$ cat src/rtl/arp_resolver_pkg.sv
// Shared types and constants for the ARP resolver: FSM state encoding,
// broadcast address/MAC constants and the single-entry cache record.
package arp_vlg_pkg;

  typedef enum logic [2:0] {
    RSV_IDLE,
    RSV_CHECK,
    RSV_LOOKUP,
    RSV_WAIT,
    RSV_RETRY
  } rsv_fsm_t;

  localparam logic [31:0] BCAST_IPV4 = 32'hFFFF_FFFF;
  localparam logic [47:0] BCAST_MAC  = 48'hFFFF_FFFF_FFFF;

  // Age is kept 32 bits wide so any practical CACHE_TICKS fits.
  typedef struct packed {
    logic        val;
    logic [31:0] ipv4;
    logic [47:0] mac;
    logic [31:0] age;
  } arp_cache_entry_t;

endpackage

$ cat src/rtl/arp_resolver_cache.sv
// One-entry IPv4->MAC result cache. An entry lives for CACHE_TICKS cycles
// after a fill; flush wins over a simultaneous fill. Hit is combinational.
module arp_resolver_cache
  import arp_vlg_pkg::*;
#(
  parameter int CACHE_TICKS = 125000000
) (
  input  logic        clk,
  input  logic        rst,
  input  logic        fill,
  input  logic [31:0] fill_ipv4,
  input  logic [47:0] fill_mac,
  input  logic        flush,
  input  logic [31:0] look_ipv4,
  output logic        hit,
  output logic [47:0] hit_mac
);

  arp_cache_entry_t entry;

  // Fill, flush and age the entry; it drops out once its age runs down to 0.
  always_ff @(posedge clk or posedge rst) begin
    if (rst) begin
      entry <= '0;
    end else if (flush) begin
      entry.val <= 1'b0;
      entry.age <= '0;
    end else if (fill) begin
      entry <= '{val: 1'b1, ipv4: fill_ipv4, mac: fill_mac, age: 32'(CACHE_TICKS)};
    end else if (entry.val) begin
      if (entry.age <= 32'd1) begin
        entry.val <= 1'b0;
        entry.age <= '0;
      end else begin
        entry.age <= entry.age - 32'd1;
      end
    end
  end

  // Lookup compares against the (possibly gateway-substituted) target.
  always_comb begin
    hit     = entry.val && (entry.ipv4 == look_ipv4);
    hit_mac = entry.mac;
  end

endmodule

$ cat src/rtl/arp_resolver.sv
// ARP resolver, initiator side of the ARP table lookup interface.
// Resolves an IPv4 destination to a MAC via a one-entry cache or the ARP
// table, retrying on timeout/no-entry and reporting an error when exhausted.
// Optional macro ARP_RSV_GATEWAY_EN: off-subnet targets resolve the gateway.
module arp_resolver
  import arp_vlg_pkg::*;
#(
  parameter int    TIMEOUT_TICKS = 125000,
  parameter int    RETRIES       = 3,
  parameter int    CACHE_TICKS   = 125000000,
  parameter bit    VERBOSE       = 1,
  parameter string DUT_STRING    = ""
) (
  input  logic        clk,
  input  logic        rst,
  input  logic        rsv_req,
  input  logic [31:0] rsv_ipv4,
  output logic        rsv_val,
  output logic [47:0] rsv_mac,
  output logic        rsv_err,
  output logic        rsv_busy,
  input  logic [31:0] dev_ipv4,
  input  logic [31:0] dev_mask,
  input  logic [31:0] dev_gw,
  output logic        tbl_req,
  output logic [31:0] tbl_ipv4,
  input  logic        tbl_val,
  input  logic [47:0] tbl_mac,
  input  logic        tbl_err,
  input  logic        flush
);

  localparam int TO_W = $clog2(TIMEOUT_TICKS + 1);
  // The LOOKUP and RETRY cycles are part of the timeout window, so successive
  // table requests sit exactly TIMEOUT_TICKS+1 cycles apart.
  localparam logic [TO_W-1:0] TO_LOAD = (TIMEOUT_TICKS > 0) ? TO_W'(TIMEOUT_TICKS - 1) : '0;
  localparam int RT_W = (RETRIES > 0) ? $clog2(RETRIES + 1) : 1;
  localparam logic [RT_W-1:0] RT_MAX = RT_W'(RETRIES);

  // Message controls only matter to simulation wrappers; RTL emits nothing.
  localparam bit unused_verbose = VERBOSE;
  localparam bit unused_tag     = (DUT_STRING == "");

  rsv_fsm_t        state, state_next;
  logic [31:0]     tgt_ip;
  logic [31:0]     lookup_ip;
  logic [TO_W-1:0] to_cnt;
  logic [RT_W-1:0] rt_cnt;
  logic            is_zero, is_bcast;
  logic            cache_hit;
  logic [47:0]     cache_mac;
  logic            done_val, done_err;
  logic [47:0]     done_mac;

  assign is_zero  = (tgt_ip == '0);
  assign is_bcast = (tgt_ip == BCAST_IPV4);

`ifdef ARP_RSV_GATEWAY_EN
  // Off-subnet unicast targets are reached through the gateway's MAC.
  always_comb begin
    lookup_ip = tgt_ip;
    if (((tgt_ip & dev_mask) != (dev_ipv4 & dev_mask)) && !is_bcast)
      lookup_ip = dev_gw;
  end
`else
  logic unused_dev;
  assign unused_dev = ^{dev_ipv4, dev_mask, dev_gw};
  // Without gateway support every target is looked up as-is.
  always_comb begin
    lookup_ip = tgt_ip;
  end
`endif

  arp_resolver_cache #(
    .CACHE_TICKS(CACHE_TICKS)
  ) u_cache (
    .clk      (clk),
    .rst      (rst),
    .fill     ((state == RSV_WAIT) && tbl_val),
    .fill_ipv4(tbl_ipv4),
    .fill_mac (tbl_mac),
    .flush    (flush),
    .look_ipv4(lookup_ip),
    .hit      (cache_hit),
    .hit_mac  (cache_mac)
  );

  // FSM state register.
  always_ff @(posedge clk or posedge rst) begin
    if (rst) state <= RSV_IDLE;
    else     state <= state_next;
  end

  // Next-state logic; tbl_val outranks tbl_err and timeout in WAIT.
  always_comb begin
    state_next = state;
    case (state)
      RSV_IDLE:   if (rsv_req) state_next = RSV_CHECK;
      RSV_CHECK:  state_next = (is_zero || is_bcast || cache_hit) ? RSV_IDLE : RSV_LOOKUP;
      RSV_LOOKUP: state_next = RSV_WAIT;
      RSV_WAIT: begin
        if (tbl_val)                          state_next = RSV_IDLE;
        else if (tbl_err || (to_cnt <= TO_W'(1))) state_next = RSV_RETRY;
      end
      RSV_RETRY:  state_next = (rt_cnt < RT_MAX) ? RSV_LOOKUP : RSV_IDLE;
      default:    state_next = RSV_IDLE;
    endcase
  end

  // Output decode: table request pulse and the result to register next cycle.
  always_comb begin
    tbl_req  = (state == RSV_LOOKUP);
    done_val = 1'b0;
    done_err = 1'b0;
    done_mac = '0;
    case (state)
      RSV_CHECK: begin
        if (is_zero) begin
          done_err = 1'b1;
        end else if (is_bcast) begin
          done_val = 1'b1;
          done_mac = BCAST_MAC;
        end else if (cache_hit) begin
          done_val = 1'b1;
          done_mac = cache_mac;
        end
      end
      RSV_WAIT: begin
        if (tbl_val) begin
          done_val = 1'b1;
          done_mac = tbl_mac;
        end
      end
      RSV_RETRY: begin
        if (!(rt_cnt < RT_MAX)) done_err = 1'b1;
      end
      default: ;
    endcase
  end

  // Request latch, lookup address, timeout/retry counters and busy flag.
  always_ff @(posedge clk or posedge rst) begin
    if (rst) begin
      tgt_ip   <= '0;
      tbl_ipv4 <= '0;
      to_cnt   <= '0;
      rt_cnt   <= '0;
      rsv_busy <= 1'b0;
    end else begin
      if ((state == RSV_IDLE) && rsv_req) begin
        tgt_ip   <= rsv_ipv4;
        rsv_busy <= 1'b1;
      end
      if (state == RSV_CHECK) begin
        tbl_ipv4 <= lookup_ip;
        rt_cnt   <= '0;
      end
      if (state == RSV_LOOKUP)
        to_cnt <= TO_LOAD;
      else if ((state == RSV_WAIT) && (to_cnt != '0))
        to_cnt <= to_cnt - TO_W'(1);
      if ((state == RSV_RETRY) && (rt_cnt < RT_MAX))
        rt_cnt <= rt_cnt + RT_W'(1);
      if (done_val || done_err)
        rsv_busy <= 1'b0;
    end
  end

  // Registered result pulses; MAC reads zero whenever rsv_val is low.
  always_ff @(posedge clk or posedge rst) begin
    if (rst) begin
      rsv_val <= 1'b0;
      rsv_err <= 1'b0;
      rsv_mac <= '0;
    end else begin
      rsv_val <= done_val;
      rsv_err <= done_err;
      rsv_mac <= done_mac;
    end
  end

endmodule

$ cat config.mk
export PLATFORM = sky130hd
export DESIGN_NAME = arp_resolver
export DESIGN_NICKNAME = d
export VERILOG_FILES = /design/src/rtl/arp_resolver_pkg.sv /design/src/rtl/arp_resolver_cache.sv /design/src/rtl/arp_resolver.sv
export SDC_FILE = /design/constraint.sdc
export NUM_CORES = 1
export LEC_CHECK = 0
export BUFFER_PORTS_ARGS = -buffer_cell sky130_fd_sc_hd__clkbuf_2
export CORE_ASPECT_RATIO = 1.4
export CORE_UTILIZATION = 54
export DETAILED_ROUTE_END_ITERATION = 6
export PLACE_DENSITY = 0.8
export SYNTH_ARGS = -nofsm -noshare
export SYNTH_HDL_FRONTEND = slang
export SYNTH_HIERARCHICAL = 1
export SYNTH_SLANG_ARGS = --single-unit
$ cat constraint.sdc
create_clock -name clk -period 5.9 [get_ports clk]
set_input_delay 1.18 -clock clk [delete_from_list [all_inputs] [get_ports clk]]
set_output_delay 1.18 -clock clk [all_outputs]
set_load 0.02 [all_outputs]
======== Yosys cells after proc, flatten, opt, wreduce, memory -nomap -nowiden ========
Index checks and enable logic that the tools add are counted.
word-level totals
  register bits ........................... 250
  input bits .............................. 182
  output and inout port bits .............. 84
  logic and storage cells ................. 79
cells by class
  $add $sub $neg .......................... 3
  order comparisons ....................... 3
  equality and inequality tests ........... 8
  mux-type cells .......................... 33
  bitwise logic cells ..................... 1
  reductions and logical operators ........ 18
operators by type and width
  cell                   number
  $mux 48                4
  $mux 32                4
  $pmux 48 s2            1
  $mux 17                2
  $eq 32x32->1           1
  $eq 32x32->1 const B   1
  $le 32x1->1 const B    1
  $logic_not 32->1       1
  $sub 32x1->32 const B  1
  $le 17x1->1 const B    1
  $reduce_bool 17->1     1
  $sub 17x1->17 const B  1
  $pmux 3 s5             1
  $mux 1                 12
  $mux 3                 3
  $mux 2                 4
  $eq 3x2->1 const B     2
  $reduce_bool 2->1      3
  $logic_and 1x1->1      5
  $logic_or 1x1->1       4
  $pmux 1 s2             2
  $reduce_and 2->1       2
  $eq 3x1->1 const B     1
  $eq 3x3->1 const B     1
  7 further kinds        7

======== Depth between registers and ports, before layout ========
  depth after elaboration ................. 8
  gate-level depth with buffers ........... 12
  depth with buffers taken out ............ 8

======== Modules after synthesis ========
Netlist, hierarchy kept.
by module, submodules not included
  module              instances  cells an instance  area an instance (sq um)  sequential area each (sq um)
  arp_resolver        1          503                5,810.6                   3,428.3
  arp_resolver_cache  1          488                5,611.6                   2,827.7

======== Worst setup path after synthesis ========
No wires, ideal clock.
  path kind ............................... in2reg
  start point ............................. input tbl_val
  end point ............................... register u_cache.entry (netlist bit u_cache/hit_mac[19])
  library setup time ...................... 125 ps
  arrival ................................. 3,059 ps
  required time ........................... 5,775 ps
  setup slack ............................. 2,716 ps
  cell stages on the path ................. 8
  path buffers ............................ 3
  cells stage by stage .................... nand2_1 > inv_1 > clkbuf_1 > buf_2 > clkinv_1 > nor2_1 > clkbuf_1 > mux2_2
on the way
  word-level cells in the longest chain between the ends .. 2
ends and longest elaborated chain
  element                     RTL line                  RTL
  start, declared             arp_resolver.sv:27        input logic tbl_val,
  $logic_and 1x1->1           arp_resolver.sv:79        .fill ((state == RSV_WAIT) && tbl_val),
  $reduce_and 2->1 (no line)  --
  end signal, assigned        arp_resolver_cache.sv:29  entry <= '{val: 1'b1, ipv4: fill_ipv4, mac: fill_mac, age: 32'(CACHE_TICKS)};
  end, declared               arp_resolver_cache.sv:19  arp_cache_entry_t entry;
No other way between the ends.
A chain may end at the register's enable or synchronous reset.

======== Final worst setup path ========
  start point ............................. register state[1]
  end point ............................... register u_cache.entry (netlist bit u_cache/hit_mac[40])
on the way
  word-level cells in the longest chain between the ends .. 3
ends and longest elaborated chain
  element                     RTL line            RTL
  start, declared             arp_resolver.sv:44  rsv_fsm_t state, state_next;
  start signal, assigned      arp_resolver.sv:91  else state <= state_next;
  $eq 3x2->1                  arp_resolver.sv:79
  $logic_and 1x1->1           arp_resolver.sv:79
  $reduce_and 2->1 (no line)  --
No other way between the ends.

==> run_results.csv <==
group,metric,value,unit
floorplan,fp.dieArea,0.0217,mm2
outcome,failed_checks,"design-rule violations",
timing,worst_slack,2.63,ns
clock_tree,clock-sinks,250,
drt,vias,8060,
logic_synthesis,synthArstFlopShare,100,%
critical_path,worstPathMaxFanout,36,
clock_tree,hold_buffers,0,
drt,postRouteAntennaNets,0,
placement,pre_cts_ws,2.32,ns
clock_tree,clkTransAtPathRegs,0.06,ns
finish,filler_cell_count,1627,
clock_tree,htree_levels,1,
logic_synthesis,seq_area_frac_synth,54.8,%
floorplan,die_w,125,um
drt,wl_per_cell,18.8,um
drt,drc,21,
floorplan,ioPinCount,266,
global_routing,grt_pass1_vias,8305,
global_routing,grt_start_max_net_pins,100,
global_routing,grt_pass1_wl,42200,um
floorplan,die_h,174,um
floorplan,rows,62,
critical_path,worst_setup_path_start_kind,"register",
finish,final_cell_mix,"dfrtp_1, clkbuf_2, mux2_2",
drt,drt_wl_total,25900,um
floorplan,core,0.0206,mm2
logic_synthesis,avgSynthCellArea,11.5,um2
floorplan,start_util,55.4,%
logic_synthesis,synthFlopType,"dfrtp_1",
placement,dp_hpwl,17100,um
clock_tree,cts_tree,"done",
timing,hold_viol_final,0,
clock_tree,cts_buffer_depth,3,
drt,first_pass_iters,7,
placement,placed_area,0.0121,mm2
logic_synthesis,synth_enable_flop_cells,0,
power_and_ir_drop,p_leak,5.81,nW
clock_tree,root_buffer,"clkbuf_16",
drt,drt_iter0_drc,491,
outcome,outcome,"complete, but fails checks",
global_routing,gr-total-overflow,0,
logic_synthesis,ys_ff_latch,250,
logic_synthesis,syn_nets,1178,
logic_synthesis,yosysWarnings,6,
timing,grt_setup_unrepaired,"false",
finish,final_nets,1293,
timing,min_period,3.27,ns
min_path,min_path_type,"register to register",
finish,final_common_cell,"dfrtp_1",
finish,drive_gt1_share,35.2,%
critical_path,crit_required,6.31,ns
finish,postLayoutCellArea,0.0130,mm2
power_and_ir_drop,power.density,552,mW/mm2
timing,worstMarginPinSlew,0.989,ns
timing,setup_viol,0,
global_routing,antenna_found_initial,2,
global_routing,grt_usage,24.4,%
timing,finalCritPeriodShare,55.4,%
critical_path,path_class,"register to register",
placement,io_buffers,169,
timing,fmax,306,MHz
clock_tree,cts_setup_buffers,0,
placement,place_congestion,0.881,
power_and_ir_drop,vdd_drop_max,0.000362,V
clock_tree,clock_latency,0.53,ns
logic_synthesis,synth_cell_type_count,71,
critical_path,end_kind,"register",
flow_run,drv_cap,0,
finish,syn_to_final_growth,13.9,%
logic_synthesis,synthCells,991,
clock_tree,cts_buffers,24,
timing,fin_setup_tns,0,ns
critical_path,cp_data_arrival_time,3.68,ns
logic_synthesis,synth_area,0.0114,mm2
timing,finClkSkew,0.0116,ns
timing,drv_slew,0,
timing,slew_headroom,33.6,%
clock_tree,ctsResizeCount,0,
drt,routed_via_density,5.84,
[synth_stat cells, drive strengths merged, types with 11 or more instances]
master	instances	area [um2]
a21oi	18	90.1
a31oi	11	68.8
buf	76	532
clkbuf	13	48.8
dfrtp	250	6260
inv	15	56.3
mux2	144	1620
nand2	87	329
nand3	18	100
nand4	26	169
nor2	86	343
nor3	22	146
nor4	21	180
o21ai	81	409
xnor2	34	298
[metrics by stage]
stage	hold slack [ns]	total power (W)	cells	utilization (%)
2_1_floorplan	0.451	0.00491	991	-
3_3_place_gp	0.480	0.00532	1336	58.7
3_5_place_dp	0.491	0.00545	1336	58.7
4_1_cts	0.502	0.00722	1380	63.0
5_1_grt	0.519	0.00759	1381	63.0
6_report	0.504	0.00718	1381	63.0
[registers in the layout, summed over array words and instances, names as in the netlist]
name	flops
rsv_busy	1
to_cnt	17
tbl_ipv4	32
u_cache/entry	65
rsv_val	1
state	3
u_cache/hit_mac	48
rt_cnt	2
lookup_ip	32
rsv_mac	48
rsv_err	1
[layout make-up]
cell class	instances	area [um2]	area share, %
Sequential cell	250	6260	48.1
Multi-Input combinational cell	636	4550	35.0
Timing Repair Buffer	178	913	7.02
Clock buffer	28	626	4.81
Tap cell	256	320	2.46
Clock inverter	16	277	2.13
Inverter	16	67.6	0.519
Antenna cell	1	2.50	0.0192
[kinds of logic after synthesis]
family                     count (synthesis)  synth area share [%]
AOI/OAI and AO/OA                        146                  7.79
xor gates and xnor gates                  40                  3.07
buffers and inverters                    105                  5.61
and+or+nand+nor                          296                  13.6
adders and majority gates                  5                 0.548
muxes                                    149                  14.6
DFF                                      250                  54.8
[worst paths after layout]
check / cells after the start / slack, ns / end / from
max reg2reg: 7 / 2.63 / u_cache/hit_mac[40] / state[1]
min: 1 / 0.50 / u_cache/entry[30] / u_cache/entry[30]
max in group asynchronous: 3 / 3.82 / u_cache/entry[105] / rst
max: 7 / 2.63 / u_cache/hit_mac[40] / state[1]
min reg2reg: 1 / 0.50 / u_cache/entry[30] / u_cache/entry[30]
min in group asynchronous: 2 / 0.85 / rsv_mac[47] / rst
[routing by layer]
| metal | track usage [%] | up-vias | share of wire, % |
|---|---|---|---|
| met5 | 0 | - | 0 |
| met4 | 10.6 | 0 | 3.4 |
| met2 | 44.5 | 275 | 53 |
| met1 | 28.4 | 4041 | 38 |
| li1 | - | 3686 | - |
| met3 | 3.79 | 58 | 5.8 |
[where the power goes]
part           switching, W  total [W]  internal [W]
Sequential         0.000556    0.00290       0.00234
Clock              0.000662    0.00173       0.00107
Combinational       0.00142    0.00255       0.00113
[worst max-delay path: stages, from the launching register on]
cell and delay [ns]:
dfrtp_1 0.62, and3b_1 0.35, nand2_1 0.19, inv_1 0.12
clkinv_1 0.29, nor2_4 0.61, buf_4 0.55, mux2_2 0.40
Power figures use the tool's default switching activity.
